<file path="src/rtl/param_rr_arbiter.sv">
`default_nettype none
// ============================================================================
//  Module      : param_rr_arbiter
//  Description : N-way arbiter with run-time selectable fixed-priority or
//                round-robin mode and a bounded grant-hold time. The grant is
//                registered and one-hot. The owner keeps the grant while it
//                keeps requesting, for up to MAX_HOLD cycles. After that it is
//                pre-empted if another requester is waiting.
//  Revision    : 1.0 - initial release
// ============================================================================
module param_rr_arbiter #(
    parameter  int NUM_REQ  = 5,
    parameter  int MAX_HOLD = 8,
    localparam int ID_W     = (NUM_REQ > 2) ? $clog2(NUM_REQ) : 1
) (
    input  logic               clock,
    input  logic               reset,      // synchronous, active-low
    input  logic               mode,       // 0 = fixed priority, 1 = round-robin
    input  logic [NUM_REQ-1:0] req,
    output logic [NUM_REQ-1:0] gnt,
    output logic               gnt_valid,
    output logic [ID_W-1:0]    gnt_id
);

    // Counter wide enough to hold the value MAX_HOLD.
    localparam int CNT_W = (MAX_HOLD > 1) ? $clog2(MAX_HOLD + 1) : 1;

    localparam logic [CNT_W-1:0] c_HOLD_MAX = CNT_W'(MAX_HOLD);
    localparam logic [CNT_W-1:0] c_HOLD_ONE = CNT_W'(1);
    localparam logic [ID_W-1:0]  c_PTR_RST  = ID_W'(NUM_REQ - 1);
    localparam logic [ID_W:0]    c_NUM_EXT  = (ID_W + 1)'(NUM_REQ);

    typedef enum logic [0:0] {
        S_IDLE  = 1'b0,
        S_GRANT = 1'b1
    } state_t;

    state_t              r_state;
    state_t              w_state_nxt;
    logic [NUM_REQ-1:0]  r_gnt;
    logic [NUM_REQ-1:0]  w_gnt_nxt;
    logic [ID_W-1:0]     r_gnt_id;
    logic [ID_W-1:0]     w_gnt_id_nxt;
    logic                r_gnt_valid;
    logic                w_gnt_valid_nxt;
    logic [CNT_W-1:0]    r_hold_cnt;
    logic [CNT_W-1:0]    w_hold_nxt;
    logic [ID_W-1:0]     r_rr_ptr;
    logic [ID_W-1:0]     w_rr_ptr_nxt;

    logic [ID_W-1:0]     w_win_all;
    logic [ID_W-1:0]     w_win_pre;
    logic                w_any_req;
    logic                w_own_req;
    logic                w_others_req;

    // Arbitration: in fixed mode the lowest set index wins; in round-robin
    // mode the search starts just after ptr and wraps modulo NUM_REQ.
    // The wrap uses a single conditional subtract because ptr+1+k < 2*NUM_REQ.
    function automatic logic [ID_W-1:0] f_arb(
        input logic [NUM_REQ-1:0] v,
        input logic               rr,
        input logic [ID_W-1:0]    ptr
    );
        logic [ID_W-1:0] win;
        logic [ID_W-1:0] idx;
        logic [ID_W:0]   sum;
        logic            found;
        win   = '0;
        found = 1'b0;
        for (int k = 0; k < NUM_REQ; k++) begin
            if (rr) begin
                sum = {1'b0, ptr} + (ID_W + 1)'(k + 1);
                if (sum >= c_NUM_EXT) begin
                    sum = sum - c_NUM_EXT;
                end
                idx = sum[ID_W-1:0];
            end else begin
                idx = ID_W'(k);
            end
            if (!found && v[idx]) begin
                found = 1'b1;
                win   = idx;
            end
        end
        return win;
    endfunction

    // Winner candidates and request summaries used by the next-state logic.
    always_comb begin
        w_any_req    = |req;
        w_own_req    = |(req & r_gnt);
        w_others_req = |(req & ~r_gnt);
        w_win_all    = f_arb(req, mode, r_rr_ptr);
        w_win_pre    = f_arb(req & ~r_gnt, mode, r_rr_ptr);
    end

    // Next-state and next-grant decision; every path defaults to "hold".
    always_comb begin
        w_state_nxt     = r_state;
        w_gnt_nxt       = r_gnt;
        w_gnt_id_nxt    = r_gnt_id;
        w_gnt_valid_nxt = r_gnt_valid;
        w_hold_nxt      = r_hold_cnt;
        w_rr_ptr_nxt    = r_rr_ptr;

        case (r_state)
            S_IDLE: begin
                if (w_any_req) begin
                    w_state_nxt     = S_GRANT;
                    w_gnt_nxt       = NUM_REQ'(1) << w_win_all;
                    w_gnt_id_nxt    = w_win_all;
                    w_gnt_valid_nxt = 1'b1;
                    w_hold_nxt      = c_HOLD_ONE;
                    w_rr_ptr_nxt    = w_win_all;
                end
            end

            S_GRANT: begin
                if (!w_own_req) begin
                    // Owner released: hand over on the same edge when possible
                    // so there is no idle bubble between owners.
                    if (w_any_req) begin
                        w_gnt_nxt       = NUM_REQ'(1) << w_win_all;
                        w_gnt_id_nxt    = w_win_all;
                        w_gnt_valid_nxt = 1'b1;
                        w_hold_nxt      = c_HOLD_ONE;
                        w_rr_ptr_nxt    = w_win_all;
                    end else begin
                        w_state_nxt     = S_IDLE;
                        w_gnt_nxt       = '0;
                        w_gnt_id_nxt    = '0;
                        w_gnt_valid_nxt = 1'b0;
                        w_hold_nxt      = '0;
                    end
                end else if (r_hold_cnt < c_HOLD_MAX) begin
                    w_hold_nxt = r_hold_cnt + c_HOLD_ONE;
                end else if (w_others_req) begin
                    // Hold limit reached with someone waiting: the owner is
                    // excluded from this round.
                    w_gnt_nxt       = NUM_REQ'(1) << w_win_pre;
                    w_gnt_id_nxt    = w_win_pre;
                    w_gnt_valid_nxt = 1'b1;
                    w_hold_nxt      = c_HOLD_ONE;
                    w_rr_ptr_nxt    = w_win_pre;
                end else begin
                    // Nobody else wants the resource: keep it, restart count.
                    w_hold_nxt = c_HOLD_ONE;
                end
            end

            default: begin
                w_state_nxt     = S_IDLE;
                w_gnt_nxt       = '0;
                w_gnt_id_nxt    = '0;
                w_gnt_valid_nxt = 1'b0;
                w_hold_nxt      = '0;
                w_rr_ptr_nxt    = c_PTR_RST;
            end
        endcase
    end

    // State and registered outputs; reset forces idle even mid-grant.
    always_ff @(posedge clock) begin
        if (!reset) begin
            r_state     <= S_IDLE;
            r_gnt       <= '0;
            r_gnt_id    <= '0;
            r_gnt_valid <= 1'b0;
            r_hold_cnt  <= '0;
            r_rr_ptr    <= c_PTR_RST;
        end else begin
            r_state     <= w_state_nxt;
            r_gnt       <= w_gnt_nxt;
            r_gnt_id    <= w_gnt_id_nxt;
            r_gnt_valid <= w_gnt_valid_nxt;
            r_hold_cnt  <= w_hold_nxt;
            r_rr_ptr    <= w_rr_ptr_nxt;
        end
    end

    assign gnt       = r_gnt;
    assign gnt_valid = r_gnt_valid;
    assign gnt_id    = r_gnt_id;

endmodule
`default_nettype wire

</file>
<file path="config.mk">
export PLATFORM = sky130hd
export DESIGN_NAME = param_rr_arbiter
export DESIGN_NICKNAME = d
export VERILOG_FILES = /design/src/rtl/param_rr_arbiter.sv
export SDC_FILE = /design/constraint.sdc
export NUM_CORES = 1
export LEC_CHECK = 0
export CAP_MARGIN = 10
export CELL_PAD_IN_SITES_DETAIL_PLACEMENT = 1
export CELL_PAD_IN_SITES_GLOBAL_PLACEMENT = 1
export CORE_MARGIN = 10
export CORE_UTILIZATION = 45
export DETAILED_ROUTE_END_ITERATION = 8
export GPL_TIMING_DRIVEN = 0
export PLACE_DENSITY = 0.82
export SLEW_MARGIN = 15
export SYNTH_ARGS = -nofsm -noshare
export SYNTH_HDL_FRONTEND = slang
export SYNTH_SLANG_ARGS = --single-unit
export TNS_END_PERCENT = 5
</file>
<file path="constraint.sdc">
create_clock -name clock -period 4.2 [get_ports clock]
set_input_delay 0.42 -clock clock [delete_from_list [all_inputs] [get_ports clock]]
set_output_delay 0.42 -clock clock [all_outputs]
set_load 0.01 [all_outputs]
</file>
==> results by stage, run 1 <==
Synth:
- The number of distinct standard cells referenced by the synthesized netlist is 82.
- Counting every instance in the synthesized netlist gives 382.
- In this run the mean area of a mapped cell was between 7 and 8 sq um.
- The mapped cell area is 2800 sq um.
- The area share of the largest cell type after synthesis is 12.2%.
- The post-synthesis sequential area ratio is 12.2%.
- The share of async-settable or async-resettable flops after synthesis is 0%.
- After synthesis the netlist holds a flip-flop and latch count of 17.
- Counting flops with a built-in enable in the synthesized netlist gives 0.
- The post-synthesis cell type with the largest combined area is sky130_fd_sc_hd__dfxtp_1.
- After synthesis, the cell types taking the most area are sky130_fd_sc_hd__dfxtp_1 12%, sky130_fd_sc_hd__ha_1 4.9%, sky130_fd_sc_hd__nor2_1 4.4%.
- The number of synthesis warnings is 0.
- The most instantiated library cell after synthesis is sky130_fd_sc_hd__nor2_1.
- In the synthesized netlist the dominant register cell turns out to be sky130_fd_sc_hd__dfxtp_1.
- Ranked by instance count, the synthesized netlist is headed by 33 x sky130_fd_sc_hd__nor2_1, 24 x sky130_fd_sc_hd__o21ai_0, 22 x sky130_fd_sc_hd__a21oi_1.
- When the netlist entered floorplanning its net count stood at 402.

Timing:
- Setup repair after global routing left no endpoint under its margin.
- The count of final max-slew check failures is 0.
- For this run, the top clock speed supported by timing is 247 MHz.
- The minimum clock period after layout is about 4 ns.
- The transition time at the pin with the least slew margin is 0.803 ns.
- Across all setup checks in the final design, the least slack found is 0.145 ns.
- After layout, the worst path uses 96.5% of the clock period.
- The worst slack on hold paths is 0.488 ns.
- The worst-case headroom to the max-slew limit is 46.3%.
- The total setup violations reported at the end of the flow is 0.
- The worst setup skew after layout is 0.00404 ns.
- The final number of hold-violating endpoints is 0.

Finish:
- The antenna cell count is 0.
- The fraction of the core area covered by cells at the end of the flow is 54.4%.
- The number of filler instances in the final layout is about 760.
- The final cell count without fillers is approximately 480.
- The area growth from synthesis to layout is 16.4%.
- The post-route netlist has 15.5% of its cells at a drive strength greater than 1.
- The net count of the finished layout is around 430.

Clock network:
- The number of buffers on the longest clock path is 2.
- The CTS clock-pin slew for the worst setup and hold paths is approximately 0.080 ns.
- The clock network latency to the later pin of the worst-skew pair is 0.26 ns.
- The clock sink total is 17.
- CTS built an H-tree with a depth of 1.
- TritonCTS built the clock tree.
- The tree is rooted in a sky130_fd_sc_hd__clkbuf_8.
- The number of buffers inserted during clock tree synthesis is 3.

Routing:
- Summed over all layers, the routed wires come to about 12 mm.
- The total number of vias is 3421.
- The first detailed-routing pass took 5 iterations.
- The total DRC errors in the routed layout is 0.
- In this run the remaining antenna-violating nets after routing total 0.
- The number of DRC markers after the initial detailed-route iteration is 334.
- The via-per-instance ratio is just over 7.
- In the final routed layout, each cell accounts on average for 24.0 um.

Placed design:
- Timing analysis after detailed placement gives a worst setup slack of -0.270 ns.
- The number of I/O port buffers is 15.
- Routability-driven placement finished with a final weighted congestion of 0.996.
- In this run, placement finished with an instance count of 472.
- Detailed placement finished with a half-perimeter wire length of 8.64 mm.

Die:
- The initial utilization of the core area, before any placement, comes to between 40% and 50%.
- The die span in x is approximately 99 um.
- The placeable core region is 5990 sq um.
- The floorplan die area is ~9800 sq um.
- From bottom edge to top edge, the die measures about 99 um.
- The number of rows created at floorplan is 28.
- For this design the top-level I/O count stands at 17.

Pwr:
- IR analysis of the VDD net gives a maximum drop of 0.000549 V.
- The share of total power dissipated in sequential elements is 9.5%.
- Power comes to 2.99 mW.
- Summed over all cells, the static leakage comes to 1.20 nW.
- The relative contribution of combinational cells to total power is 86.0%.
- The internal power of the cells totals 1.33 mW.
- The share of total power dissipated in the clock network is 4.5%.
- Summed over all nets, the switching power comes to 1.67 mW.
- For this design the ratio of total power to cell area is between 900 and 1000 nW/um^2.
- Net switching is between 50% and 60% of the power.

Worst setup path:
- The maximum net fanout on the critical path is 12.
- STA classifies the critical path startpoint as a register.
- Counting buffers and inverters, the worst setup path is 13 cells deep.
- The signal on the critical path passes through buf_6 -> inv_1 -> buf_4 -> ha_2 -> buf_4 -> nand2_2 -> mux2_4 -> or4_4 -> a32o_1 -> nor3_4 -> mux2i_2 -> nor3_1 -> o41ai_2.
- The worst register-to-register path has a setup slack of 0.15 ns.
- The category of the most critical setup path is reg -> reg.
- The endpoint identified for the worst register-to-register timing path is r_rr_ptr[2]$_SDFFE_PN1P_.
- The critical path contains buffers and inverters numbering 4 combined.
- The worst reg2reg path depth is 13.
- The most used cell along the critical path is sky130_fd_sc_hd__buf_4.
- The arrival time at the worst endpoint is 4.21 ns.
- STA classifies the critical path endpoint as a register.
- The worst stage delay on the critical path is 0.53 ns.
- Among all stages on the critical path, the largest delay is contributed by sky130_fd_sc_hd__or4_4.
- For the worst setup path, the data required time is 4.35 ns.
- The startpoint identified for the worst register-to-register timing path is r_rr_ptr[0]$_SDFFE_PN0P_.
- In this design, the largest share of critical-path delay is due to simple AND/OR/NAND/NOR gates.

Min path:
- The hold-critical path endpoint is gnt_id[1]$_SDFFE_PN0P_.
- The worst hold path begins at gnt_id[1]$_SDFFE_PN0P_.
- The number of cells on the worst hold path is 2.
- The min-delay analysis places its worst path in the category reg -> reg.

Global routing:
- Entering global routing, the biggest net connects 13 pins.
- For this run, the total global-route usage over all layers was measured as between 20 and 25%.
- The initial antenna violation count was 0.
- The via count of the first global-routing pass came to roughly 3400.
- The wire length of the first global-routing pass is 18.4 mm.
- Global routing finished with a remaining overflow of 0.

Status:
- The run finished with clean final reports.

Flow run:
- The max capacitance violation total is 0.
## repair_timing
item / 4_1_cts / 5_1_grt
setup endpoints to repair: 11 / 11
buffers inserted: 5 / 1
hold buffers: 0 / 0
cloned: 0 / 0
pin swaps: 3 / 4
gates resized for setup: 11 / 18
## power groups by stage
stage / Sequential, mW / Clock [mW] / Combinational, mW
2_1_floorplan: 0.262 / 0 / 1.68
3_3_place_gp: 0.278 / 0 / 2.18
3_5_place_dp: 0.281 / 0 / 2.25
4_1_cts: 0.279 / 0.136 / 2.37
5_1_grt: 0.291 / 0.143 / 2.76
6_report: 0.285 / 0.133 / 2.58
## worst max-delay path by stage
stage,startpoint,endpoint,slack [ns]
floorplan,r_rr_ptr[0]$_SDFFE_PN0P_,gnt[0]$_SDFFE_PN0P_,0.59
global placement,r_rr_ptr[0]$_SDFFE_PN0P_,r_rr_ptr[2]$_SDFFE_PN1P_,-0.22
detailed placement,r_rr_ptr[0]$_SDFFE_PN0P_,gnt[0]$_SDFFE_PN0P_,-0.27
CTS,r_rr_ptr[0]$_SDFFE_PN0P_,gnt[0]$_SDFFE_PN0P_,0.08
global route,r_rr_ptr[0]$_SDFFE_PN0P_,gnt[0]$_SDFFE_PN0P_,0.006
finish,r_rr_ptr[0]$_SDFFE_PN0P_,r_rr_ptr[2]$_SDFFE_PN1P_,0.15
## area by class of cell
cell class / count / area (sq um) / area share [%]
Sequential cell: 17 / 347 / 10.6
Inverter: 12 / 45.0 / 1.38
Multi-Input combinational cell: 331 / 2420 / 74.2
Clock inverter: 1 / 7.51 / 0.230
Clock buffer: 3 / 41.3 / 1.27
Tap cell: 75 / 93.8 / 2.88
Timing Repair Buffer: 21 / 195 / 5.99
Buffer: 22 / 113 / 3.46
## worst reg2reg max path, delay by kind of cell, from the launching register on
family          cells  cell delay, ns
flops               1            0.41
fa+ha+maj           1            0.41
compound gates      2            0.67
buf+inv             4            0.65
mux                 2            0.66
simple gates        4            1.14
## metal layers
metal	wire length [um]	track usage, %	part of all wire (%)	up-vias
li1	-	-	-	1526
met1	4780	29.1	41	1663
met2	5200	35.4	45	186
met3	1170	5.38	10	46
met4	427	7.39	3.7	0
met5	0	0	0	-
## kinds of logic (layout without fill, tap and decap cells)
logic type	Yosys count	count (layout)	share of synthesized area (%)
fa+ha+maj	12	12	5.63
flops	17	17	12.2
mux	19	19	7.37
xor+xnor	3	3	0.939
simple gates	158	158	31.9
compound gates	139	139	36.6
buf+inv	34	59	5.32
## placed cells by master, fill, tap and decap left out, types with 14 or more instances in the layout
| cell | instances |
|---|---|
| sky130_fd_sc_hd__nand2_1 | 20 |
| sky130_fd_sc_hd__clkdlybuf4s50_1 | 15 |
| sky130_fd_sc_hd__o21ai_0 | 22 |
| sky130_fd_sc_hd__dfxtp_1 | 14 |
| sky130_fd_sc_hd__nand3_1 | 15 |
| sky130_fd_sc_hd__nor2_1 | 33 |
| sky130_fd_sc_hd__a21oi_1 | 22 |
| sky130_fd_sc_hd__nand2b_1 | 18 |
## per-stage QoR
step | cell area (sq um) | TNS, ns
global placement | 3040 | -0.464
floorplan | 2800 | 0
global route | 3260 | 0
detailed placement | 3040 | -1.04
finish | 3260 | 0
CTS | 3170 | 0
## flip-flops by register name (all words and copies together), names as in the netlist
register	count
gnt	5
r_state	1
gnt_id	3
r_hold_cnt	4
r_rr_ptr	3
gnt_valid	1
No activity file was read; power rests on OpenSTA's default activity.
==> inputs of run 2 (changes only) <==
- CORE_UTILIZATION: 45 -> 41
- CTS_CLUSTER_DIAMETER: not set -> 30
- PLACE_DENSITY: 0.82 -> 0.78
- clock period: 4.2 -> 3.4 ns (I/O delays scaled with it)
==> results by stage, run 2 (synthesized netlist as in run 1, its figures left out) <==
Status:
- The run finished, with violations left.
- The final reports fail on setup timing.

Timing:
- The worst setup skew after layout was 0.00533 ns (+0.00129 ns).
- The final number of hold-violating endpoints is 0 (unchanged).
- The final worst-path cycle share is 105% (+8.0 points).
- The worst-case headroom to the max-slew limit is 57.9% (+12 points).
- The transition time at the pin with the least slew margin is 0.630 ns (-0.174 ns).
- The count of final max-slew check failures came to 0 (unchanged).
- The minimum clock period after layout was 3.55 ns (-0.501 ns).
- The worst setup margin was -0.154 ns (-0.299 ns).
- The maximum frequency from static timing analysis was 281 MHz (+14%).
- The worst slack on hold paths came to 0.480 ns (-0.00809 ns).
- Setup repair after global routing could not meet its margin everywhere.
- The total setup violations reported at the end of the flow is 11 (+11).

Placed design:
- The number of I/O port buffers was 15 (unchanged).
- The cell area reported after detailed placement was 3110 sq um (+2.1%).
- The HPWL reported at the end of detailed placement is 8.71 mm (+0.81%).
- The worst slack at placement is -0.757 ns (-0.486 ns).
- The routability-driven placement congestion ratio was 0.927 (-6.9%).

Global routing:
- The maximum number of pins on one net before global-route repair is 11 (-2).
- The initial antenna violation count is 0 (unchanged).
- The via count of the first global-routing pass was 3584 (+6.8%).
- The total routing usage reported by global routing is 22.9% (+0.47 points).
- The total overflow reported by the global router is 0 (unchanged).
- The wire length of the first global-routing pass is 19.1 mm (+4.0%).

Routing:
- The post-detailed-route wirelength per cell is 23.5 um (-2.2%).
- The total DRC errors in the routed layout is 0 (unchanged).
- The total detailed-routing wirelength is 12.1 mm (+4.0%).
- The number of nets with antenna violations after routing is 0 (unchanged).
- The total number of vias came to 3447 (+0.76%).
- The first-pass iteration count of the detailed router came to 7 (+2).
- The number of DRC markers after the initial detailed-route iteration is 366 (+9.6%).
- The via-per-instance ratio is 6.72 (-5.3%).

Die:
- The number of rows created at floorplan is 30 (+7.1%).
- The die span in x is 103 um (+3.8%).
- The count of boundary I/O pins is 17 (unchanged).
- The floorplan die area came to 10500 sq um (+7.7%).
- The height of the die is 103 um (+3.8%).
- The placeable core region is 6720 sq um (+12%).
- The initial core utilization came to 41.7% (-5.1 points).

Finish:
- In the layout the commonest cells are 34 x sky130_fd_sc_hd__buf_4, 33 x sky130_fd_sc_hd__nor2_1, 21 x sky130_fd_sc_hd__o21ai_0.
- The area growth from synthesis to layout is 33.6%.
- The number of nets in the finished design is 454 (+6.1%).
- The cell area after layout came to 3740 sq um (+15%).
- The fraction of final layout cells sized beyond drive strength 1 was 28.4% (+13 points).
- The area of the multi-input gates came to 2650 sq um (+9.6%).
- The most common library cell in the layout ignoring fill and taps is sky130_fd_sc_hd__buf_4.
- The register cell area after layout was 352 sq um (+1.4%).
- The number of flip-flops in the largest register is 5 (unchanged).
- The number of filler instances in the final layout is 805 (+5.4%).
- The antenna cell count is 0 (unchanged).

Clock network:
- The clock network latency to the later pin of the worst-skew pair is 0.25 ns (about the same).
- The number of buffers on the longest clock path was 2 (unchanged).
- The clock root buffer is sky130_fd_sc_hd__clkbuf_8.
- The number of buffers inserted during clock tree synthesis came to 3 (unchanged).
- TritonCTS built the clock tree.
- The clock sink total is 17 (unchanged).
- The CTS clock-pin slew for the worst setup and hold paths came to 0.07 ns (about the same).
- The H-tree depth is 1 (unchanged).
- The cts-stage hold buffer count is 0 (unchanged).

Worst setup path:
- The nature of the critical path endpoint is a register.
- The worst stage delay on the critical path is 0.43 ns (-0.10 ns).
- Walking the worst path, the cells encountered are clkinvlp_4 -> ha_4 -> ha_4 -> a221oi_4 -> buf_6 -> mux2i_1 -> nand2_1 -> o211ai_1 -> buf_4 -> a221o_1 -> o21a_1 -> a221oi_4 -> buf_4 -> or3_1 -> a31oi_1.
- Among all stages on the critical path, the largest delay is contributed by sky130_fd_sc_hd__o211ai_1.
- The worst path buffer plus inverter count is 4 (unchanged).
- The maximum net fanout on the critical path was 5 (-7).
- STA classifies the critical path startpoint as a register.
- The arrival time at the worst endpoint was 3.74 ns (-0.47 ns).
- The category of the most critical setup path is reg -> reg.
- Broken down by cell family, the worst path's largest delay share belongs to compound AO/OA/AOI/OAI gates.
- The data required time at the worst endpoint came to 3.58 ns (-0.77 ns).

Min path:
- The kind of path behind the tightest hold check is reg -> reg.

Pwr:
- The total design power is 4.42 mW (+48%).
- The leakage power total is 1.38 nW (+15%).
- The total power divided by cell area is 1180 nW/um^2 (+28%).
- The peak supply drop is 0.000476 V (-13%).

Flow run:
- The max capacitance violation total is 0 (unchanged).
[run 2: worst paths after layout]
check / cells past startpoint / end / slack, ns / startpoint
max: 15 / gnt[3]$_SDFFE_PN0P_ / -0.15 / r_rr_ptr[1]$_SDFFE_PN0P_
min: 2 / gnt_id[1]$_SDFFE_PN0P_ / 0.48 / gnt_id[1]$_SDFFE_PN0P_
max reg2reg: 15 / gnt[3]$_SDFFE_PN0P_ / -0.15 / r_rr_ptr[1]$_SDFFE_PN0P_
min reg2reg: 2 / gnt_id[1]$_SDFFE_PN0P_ / 0.48 / gnt_id[1]$_SDFFE_PN0P_
[run 2: cell type report]
class	instances	share of cell area (%)
Tap cell	80	2.67
Inverter	12	1.50
Sequential cell	17	9.39
Timing Repair Buffer	49	11.1
Buffer	20	3.34
Clock buffer	4	1.20
Multi-Input combinational cell	331	70.7
[run 2: repair_timing]
| item | in CTS | in global routing |
|---|---|---|
| pin swaps | 23 | 14 |
| setup endpoints to repair | 11 | 11 |
| gates resized for setup | 53 | 26 |
| endpoints found under the hold margin | 0 | 0 |
| setup buffers | 27 | 7 |
[run 2: worst reg2reg max path, stage by stage, from the launching register on]
cell,delay [ns]
sky130_fd_sc_hd__dfxtp_4,0.38
sky130_fd_sc_hd__clkinvlp_4,0.19
sky130_fd_sc_hd__ha_4,0.22
sky130_fd_sc_hd__ha_4,0.27
sky130_fd_sc_hd__a221oi_4,0.24
sky130_fd_sc_hd__buf_6,0.16
sky130_fd_sc_hd__mux2i_1,0.29
sky130_fd_sc_hd__nand2_1,0.10
sky130_fd_sc_hd__o211ai_1,0.43
sky130_fd_sc_hd__buf_4,0.21
sky130_fd_sc_hd__a221o_1,0.15
sky130_fd_sc_hd__o21a_1,0.19
sky130_fd_sc_hd__a221oi_4,0.06
sky130_fd_sc_hd__buf_4,0.15
sky130_fd_sc_hd__or3_1,0.30
sky130_fd_sc_hd__a31oi_1,0.16
[run 2: through the flow]
stage | cells | setup TNS [ns] | utilization (%)
3_5_place_dp | 477 | -6.90 | 46.2
6_report | 513 | -0.781 | 55.7
2_1_floorplan | 382 | 0 | -
4_1_cts | 508 | -0.989 | 53.3
5_1_grt | 513 | -2.41 | 55.7
3_3_place_gp | 477 | -6.80 | 46.2
[run 2: report_power, final]
part,leakage (nW),internal (mW),switching (mW)
Combinational,1.21,1.78,2.15
Clock,0.0228,0.0831,0.0681
Sequential,0.142,0.263,0.0737
Total,1.38,2.13,2.29
[run 2: per-layer routing]
layer	wire, um	share of wire [%]	GRT usage, %
met1	4870	40	26.8
met5	0	0	0
met4	437	3.6	8.89
met2	6170	51	41.8
met3	576	4.8	2.21
